==> src/rtl/reset_sequence_gen_pkg.sv <==
// Shared encodings and widths for the board reset sequencer.
package reset_sequence_gen_pkg;

    localparam int unsigned SEQ_STATE_W   = 2;
    localparam int unsigned RESET_COUNT_W = 8;
    localparam int unsigned CYCLE_CNT_W   = 32;

    typedef enum logic [SEQ_STATE_W-1:0] {
        HOLD_S    = 2'b00,
        STRETCH_S = 2'b01,
        RUN_S     = 2'b10,
        ILLEGAL_S = 2'b11
    } seq_state_e;

    // Saturating increment for the reset-event counter.
    function automatic logic [RESET_COUNT_W-1:0] sat_inc(input logic [RESET_COUNT_W-1:0] value);
        return (value == {RESET_COUNT_W{1'b1}}) ? value : value + RESET_COUNT_W'(1);
    endfunction

endpackage

==> src/rtl/reset_sequence_gen_input_sync_debounce.sv <==
// Multi-flop synchroniser followed by a stable-level debouncer for one async input.
module input_sync_debounce
    import reset_sequence_gen_pkg::*;
#(
    parameter int unsigned sync_stages     = 2,
    parameter int unsigned debounce_cycles = 32'd1_250_000,
    parameter logic        reset_level     = 1'b1
) (
    input  logic i_clk,
    input  logic i_rst,
    input  logic i_async,
    output logic o_debounced
);

    logic [sync_stages-1:0] sync_q;
    logic [CYCLE_CNT_W-1:0] db_cnt_q;
    logic                   synced;

    assign synced = sync_q[sync_stages-1];

    // Plain flop chain: nothing may sit between the pin and the last stage.
    always_ff @(posedge i_clk) begin
        if (i_rst) begin
            sync_q <= {sync_stages{reset_level}};
        end else begin
            sync_q <= {sync_q[sync_stages-2:0], i_async};
        end
    end

    // Accept a new level only after it has differed for debounce_cycles consecutive cycles.
    always_ff @(posedge i_clk) begin
        if (i_rst) begin
            db_cnt_q    <= '0;
            o_debounced <= reset_level;
        end else if (synced == o_debounced) begin
            db_cnt_q <= '0;
        end else if (db_cnt_q == CYCLE_CNT_W'(debounce_cycles - 1)) begin
            db_cnt_q    <= '0;
            o_debounced <= synced;
        end else begin
            db_cnt_q <= db_cnt_q + CYCLE_CNT_W'(1);
        end
    end

endmodule

==> src/rtl/reset_sequence_gen.sv <==
// Board reset sequencer: debounced button + PLL lock qualify a stretched active-low system reset.
module reset_sequence_gen
    import reset_sequence_gen_pkg::*;
#(
    parameter int unsigned debounce_cycles = 32'd1_250_000,
    parameter int unsigned stretch_cycles  = 32'd1024,
    parameter int unsigned sync_stages     = 2
) (
    input  logic                     i_clk,
    input  logic                     i_rst,
    input  logic                     i_button_n,
    input  logic                     i_pll_locked,
    output logic                     o_rst_n,
    output logic [SEQ_STATE_W-1:0]   ov_seq_state,
    output logic [RESET_COUNT_W-1:0] ov_reset_count
);

    seq_state_e             state_q, state_d;
    logic [CYCLE_CNT_W-1:0] stretch_q, stretch_d;
    logic                   rst_n_d;
    logic [RESET_COUNT_W-1:0] count_d;
    logic [sync_stages-1:0] lock_sync_q;
    logic                   button_db;
    logic                   lock_synced;
    logic                   release_ok_c;

    input_sync_debounce #(
        .sync_stages    (sync_stages),
        .debounce_cycles(debounce_cycles),
        .reset_level    (1'b1)
    ) u_button (
        .i_clk      (i_clk),
        .i_rst      (i_rst),
        .i_async    (i_button_n),
        .o_debounced(button_db)
    );

    // Lock is only synchronised: a loss must reach the FSM without debounce delay.
    always_ff @(posedge i_clk) begin
        if (i_rst) begin
            lock_sync_q <= '0;
        end else begin
            lock_sync_q <= {lock_sync_q[sync_stages-2:0], i_pll_locked};
        end
    end

    assign lock_synced  = lock_sync_q[sync_stages-1];
    assign release_ok_c = button_db & lock_synced;

    always_ff @(posedge i_clk) begin
        if (i_rst) begin
            state_q        <= HOLD_S;
            stretch_q      <= '0;
            o_rst_n        <= 1'b0;
            ov_reset_count <= '0;
        end else begin
            state_q        <= state_d;
            stretch_q      <= stretch_d;
            o_rst_n        <= rst_n_d;
            ov_reset_count <= count_d;
        end
    end

    // Next-state and registered-output values.
    always_comb begin
        state_d   = state_q;
        stretch_d = stretch_q;
        rst_n_d   = 1'b0;
        count_d   = ov_reset_count;
        unique case (state_q)
            HOLD_S: begin
                stretch_d = '0;
                if (release_ok_c) begin
                    state_d = STRETCH_S;
                end
            end
            STRETCH_S: begin
                if (!release_ok_c) begin
                    state_d   = HOLD_S;
                    stretch_d = '0;
                end else if (stretch_q == CYCLE_CNT_W'(stretch_cycles - 1)) begin
                    state_d   = RUN_S;
                    stretch_d = '0;
                    rst_n_d   = 1'b1;
                end else begin
                    stretch_d = stretch_q + CYCLE_CNT_W'(1);
                end
            end
            RUN_S: begin
                if (!release_ok_c) begin
                    state_d = HOLD_S;
                    count_d = sat_inc(ov_reset_count);
                end else begin
                    rst_n_d = 1'b1;
                end
            end
            default: begin
                state_d   = HOLD_S;
                stretch_d = '0;
            end
        endcase
    end

    assign ov_seq_state = state_q;

endmodule

==> config.mk <==
export PLATFORM = sky130hd
export DESIGN_NAME = reset_sequence_gen
export DESIGN_NICKNAME = d
export VERILOG_FILES = /design/src/rtl/reset_sequence_gen_pkg.sv /design/src/rtl/reset_sequence_gen_input_sync_debounce.sv /design/src/rtl/reset_sequence_gen.sv
export SDC_FILE = /design/constraint.sdc
export NUM_CORES = 1
export LEC_CHECK = 0
export BUFFER_PORTS_ARGS = -buffer_cell sky130_fd_sc_hd__buf_2
export CORE_MARGIN = 2
export CORE_UTILIZATION = 47
export CTS_CLUSTER_SIZE = 28
export DETAILED_ROUTE_END_ITERATION = 10
export PLACE_DENSITY = 0.66
export SYNTH_ARGS = -nofsm -noshare
export SYNTH_HDL_FRONTEND = slang
export SYNTH_SLANG_ARGS = --single-unit
==> constraint.sdc <==
create_clock -name i_clk -period 5.43 [get_ports i_clk]
set_input_delay 0.2715 -clock i_clk [delete_from_list [all_inputs] [get_ports i_clk]]
set_output_delay 0.2715 -clock i_clk [all_outputs]
set_load 0.02 [all_outputs]
# After elaboration in Yosys (flattened, before gate mapping)
# Index checks and enable logic that the tools add are counted.
# word_totals
regBits,80
inputBits,4
# op_classes
add_sub_neg,3
eq_ne,9
n_mux,12
bitwise_logic,4
reduce_logical,5
# op_table
cell,n
$add A32 B1 Y32 const B,2
$mux W32,2
$pmux W32 S2,1
$eq A32 B10 Y1 const B,1
$eq A32 B21 Y1 const B,1
$add A8 B1 Y8 const B,1
$eq A8 B8 Y1 const B,1
$mux W2,4
$pmux W2 S3,1
$reduce_and A3 Y1,2
$ne A2 B2 Y1 const B,2
$mux W1,3
$ne A3 B3 Y1 const B,1
$not A1 Y1,3
$reduce_or A3 Y1,1
$eq A2 B1 Y1 const B,1
$eq A2 B2 Y1 const B,1
$logic_not A2 Y1,1
$pmux W1 S2,1
$reduce_and A2 Y1,1
$and A1 B1 Y1,1
$eq A1 B1 Y1,1

# Depth between registers and ports, before layout
# logic_depth
ltp_word,4
ltp_mapped,9
mapped_depth_nobuf,7

# Hierarchy
# From an unflattened synthesis, not the netlist that was laid out.
# unflattened
hier_cells,450
area_unflattened_um2,3906.2
# modules_own_cells
mod,instances,cells_each,area_each_um2,seq_area_each_um2
reset_sequence_gen,1,254,2215.9,900.9
input_sync_debounce,1,196,1690.4,700.7

# Worst setup path after synthesis
# OpenSTA, ideal clock, no wires.
# synth_timing
path_type,register to register
from,reg state_q[0] (netlist: ov_seq_state[0])
to,reg stretch_q[30]
arrival_time_ps,1878
path_slack_ps,3437
stages_incl_launch_ff,9
n_path_buf,1
synth_period_minus_slack_ps,1993
cell_sequence,dfxtp_1 -> inv_1 -> ha_1 -> buf_6 -> nor2b_2 -> nand3_1 -> nor4_1 -> xnor2_1 -> nor2_2
# synth_via
elab_chain_len,2
word_cells_on_any_way,3
# synth_lines
item,line_no,source
from (decl),reset_sequence_gen.sv:18,"seq_state_e state_q, state_d;"
from (signal assigned),reset_sequence_gen.sv:57,state_q <= state_d;
$eq A2 B2 Y1 or $eq A2 B1 Y1 (tied branches),reset_sequence_gen.sv:70,unique case (state_q)
$pmux W32 S2,reset_sequence_gen.sv:70,
to (signal assigned),reset_sequence_gen.sv:58,stretch_q <= stretch_d;
to (decl),reset_sequence_gen.sv:19,"logic [CYCLE_CNT_W-1:0] stretch_q, stretch_d;"
# Parallel ways exist; a longest one is shown, timed or not.
# A chain may end at the register's enable or synchronous reset.

# Worst setup path after layout
# layout_timing
from,reg stretch_q[1]
to,reg stretch_q[0]
# layout_via
elab_chain_len,4
# layout_lines
item,line_no,source
$eq A32 B10 Y1,reset_sequence_gen.sv:81,end else if (stretch_q == CYCLE_CNT_W'(stretch_cycles - 1)) begin
$mux W32,reset_sequence_gen.sv:81,
$mux W32,reset_sequence_gen.sv:78,if (!release_ok_c) begin
$pmux W32 S2,reset_sequence_gen.sv:70,
# No other way between the ends.

==> impl_metrics.csv <==
group,metric,value,unit
outcome,status,"finished clean",
routing,routed_via_density,5.217,
global_routing,track_usage,0.1723,
cts,numCtsBuffers,9,
synthesis,synth_compound_area_frac,0.02890,
sta,setup_violations,0,
critical_path,cp_max_fo,32,
pwr,swShare,0.2061,
synthesis,synth-simple-area-share,0.3192,
sta,hold_viol_final,0,
critical_path,cp_data_arrival_time,2.72,ns
sta,fin_crit,2.514,ns
synthesis,synth_top_family_by_area,"simple AND/OR/NAND/NOR gates",
sta,final-max-slew-violation-count,0,
synthesis,synth-seq-cells,80,
critical_path,max_stage_delay,0.68,ns
synthesis,synthMuxAreaShare,0.007882,
die,dieArea,8843,sq um
worst_hold_path,hold_path.class,"primary input to flop",
cts,cts_hold_buf,0,
routing,routedWlPerCell,12.59,um
placed_design,io_buffers,14,
die,core,7807,sq um
cts,cts_tree,"built",
sta,rsz0062_at_grt,"no",
die,floorplan.initialDensity,0.4880,
layout,syn_to_final_growth,7.028,%
placed_design,dpl.hpwl,4582,um
routing,ant_nets,0,
layout,fillers,735,
critical_path,critical_path_class,"flop to flop",
critical_path,path_cells,"ha_1, nor4b_1, nand4_1, nor3_4, a2bb2oi_4, nor3_1",
synthesis,yosys.area.top_type,"dfxtp_1",
global_routing,grt_pass1_vias,2679,
routing,drtIter0Drc,136,
critical_path,cp.required,5.64,ns
sta,fin_crit_sh,0.4630,
layout,final_common_cell,"nor2_1",
routing,first_pass_iters,4,
critical_path,cp-start-kind,"flop",
sta,fin_tns_setup,0,ns
synthesis,syn-instance-count,434,
cts,post_cts_resized,0,
pwr,total_power,0.001073,W
cts,cts_root_buffer,"clkbuf_8",
global_routing,grt_max_degree,33,
die,io-pin-count,15,
synthesis,syn-cell-area,3810,sq um
pwr,pwr-share-seq,0.549,
sta,slew-limit-headroom,0.3075,
cts,path_clk_slew,0.08,ns
run,cap_violations,0,
synthesis,synth_adder_area_share,0.01970,
synthesis,synthTopCellsByArea,"dfxtp_1, xnor2_1, nor2_1, nor4_1, nand3_1",
synthesis,synth_enable_flop_cells,0,
synthesis,ys.flop_type,"dfxtp_1",
cts,cts_sinks,80,
critical_path,timing.critical_path.to_type,"flop",
critical_path,cp.buffers_inverters,0,
layout,ff_latch_area,1602,sq um
sta,clock_skew,0.01240,ns
placed_design,gp_congestion,0.7375,
pwr,intPower,0.0008520,W
global_routing,grt_pass1_wl,12150,um
pwr,p_leak,1.267,nW
synthesis,yosysUniqueCellTypes,38,
die,die_h,94.04,um
cts,cts_setup_buffers,0,
global_routing,grt_overflow,0,
cts,cts_buffer_depth,2,
critical_path,crit_slowest_cell,"a2bb2oi_4",
synthesis,synth_top_area_frac,0.4204,
layout,final_cell_mix,"nor2_1, dfxtp_1, xnor2_1",
layout,nets,451,
layout,antenna_cells,0,
die,die_w,94.04,um
synthesis,async_flop_share,0,
pwr,ir_drop,0.1447,mV
synthesis,synth_xor_xnor_area_share,0.1517,
synthesis,yosysWarnings,0,
routing,wl,6900,um
pwr,power_frac_comb,0.013,
routing,drc_errors,0,
cts,htree_levels,3,
sta,worstMarginPinSlew,1.039,ns
routing,dr_total_vias,2859,
pwr,clkPwrFrac,0.438,
synthesis,synth_seq_area_share,0.4204,
layout,drive_above_1_share,0.09641,
global_routing,antenna_found_initial,0,
synthesis,syn_area_per_cell,8.779,sq um
sta,fmax,0.3978,GHz
synthesis,syn-num-nets,444,
cts,worstSkewPairLatency,0.36,ns
die,std_cell_rows,32,
critical_path,cpLargestDelayFamily,"simple AND/OR/NAND/NOR gates",
pwr,switchingPower,0.0002211,W
layout,multiInputGateArea,2009,sq um
pwr,power_density,263.2,nW/um^2
==> power groups by stage <==
stage	combinational, W	sequential [W]	clock (W)
2_1_floorplan	0.00000986	0.000603	0
3_3_place_gp	0.0000133	0.000603	0
3_5_place_dp	0.0000135	0.000603	0
4_1_cts	0.0000135	0.000589	0.000484
5_1_grt	0.0000152	0.000590	0.000512
6_report	0.0000134	0.000589	0.000470
==> final timing paths <==
path | from | to | slack (ns) | cells after the start
setup / recovery | stretch_q[1] | stretch_q[0] | 2.92 | 6
hold / removal | i_button_n | u_button.sync_q[0] | 0.11 | 2
setup reg to reg | stretch_q[1] | stretch_q[0] | 2.92 | 6
hold reg to reg | u_button.sync_q[0] | u_button.sync_q[1] | 0.41 | 1
==> metrics by stage <==
stage	util	instance area [sq um]	hold slack [ns]	worst slack, ns	cells
finish	0.5223	4078	0.1092	2.916	548
global route	0.5223	4078	0.1073	2.682	548
detailed placement	0.4950	3865	0.3965	2.944	532
floorplan	-	3810	0.3431	3.437	434
global placement	0.4950	3865	0.3932	3.046	532
CTS	0.5223	4078	0.09245	2.885	548
==> cells by family after synthesis <==
kind of cell             Yosys count
AO/OA/AOI/OAI                     14
XOR/XNOR                          66
adder cells (fa/ha/maj)            6
buffers and inverters             33
flip-flops                        80
multiplexers                       3
AND/OR/NAND/NOR                  232
==> flip-flops by register name, indices dropped and copies added, names as in the netlist <==
signal and flops:
stretch_q 32, u_button.db_cnt_q 32, ov_reset_count 8, lock_sync_q 2, ov_seq_state 2, u_button.sync_q 2, o_rst_n 1, u_button.o_debounced 1
==> synth_stat cells, types with 7 or more instances <==
cell      n
nor2_1   87
and3_1   11
nand4_1   9
nand2_1  21
nand3_1  25
xnor2_1  56
xor2_1   10
buf_6     7
inv_1    15
nor4_1   22
nor3_1   23
dfxtp_1  80
==> metal layers <==
metal | wire length, um | up-vias | GRT usage | part of all wire
li1 | - | 1483 | - | -
met1 | 3673 | 1323 | 0.2431 | 0.53
met2 | 2863 | 43 | 0.2548 | 0.41
met3 | 243 | 10 | 0.03852 | 0.035
met4 | 120 | 0 | 0.06884 | 0.017
met5 | 0 | - | 0 | 0
==> cell type report <==
type / instances / area share
Tap cell: 102 / 0.03130
Inverter: 15 / 0.01381
Sequential cell: 80 / 0.3928
Multi-Input combinational cell: 321 / 0.4928
Clock inverter: 5 / 0.01994
Clock buffer: 11 / 0.03222
Timing Repair Buffer: 14 / 0.01718
==> worst reg2reg max path: stages, from the launching register on <==
cell       delay, ns
dfxtp_1         0.45
ha_1            0.23
nor4b_1         0.30
nand4_1         0.21
nor3_4          0.36
a2bb2oi_4       0.68
nor3_1          0.14
Note: power is estimated with default switching activity, not from simulation.
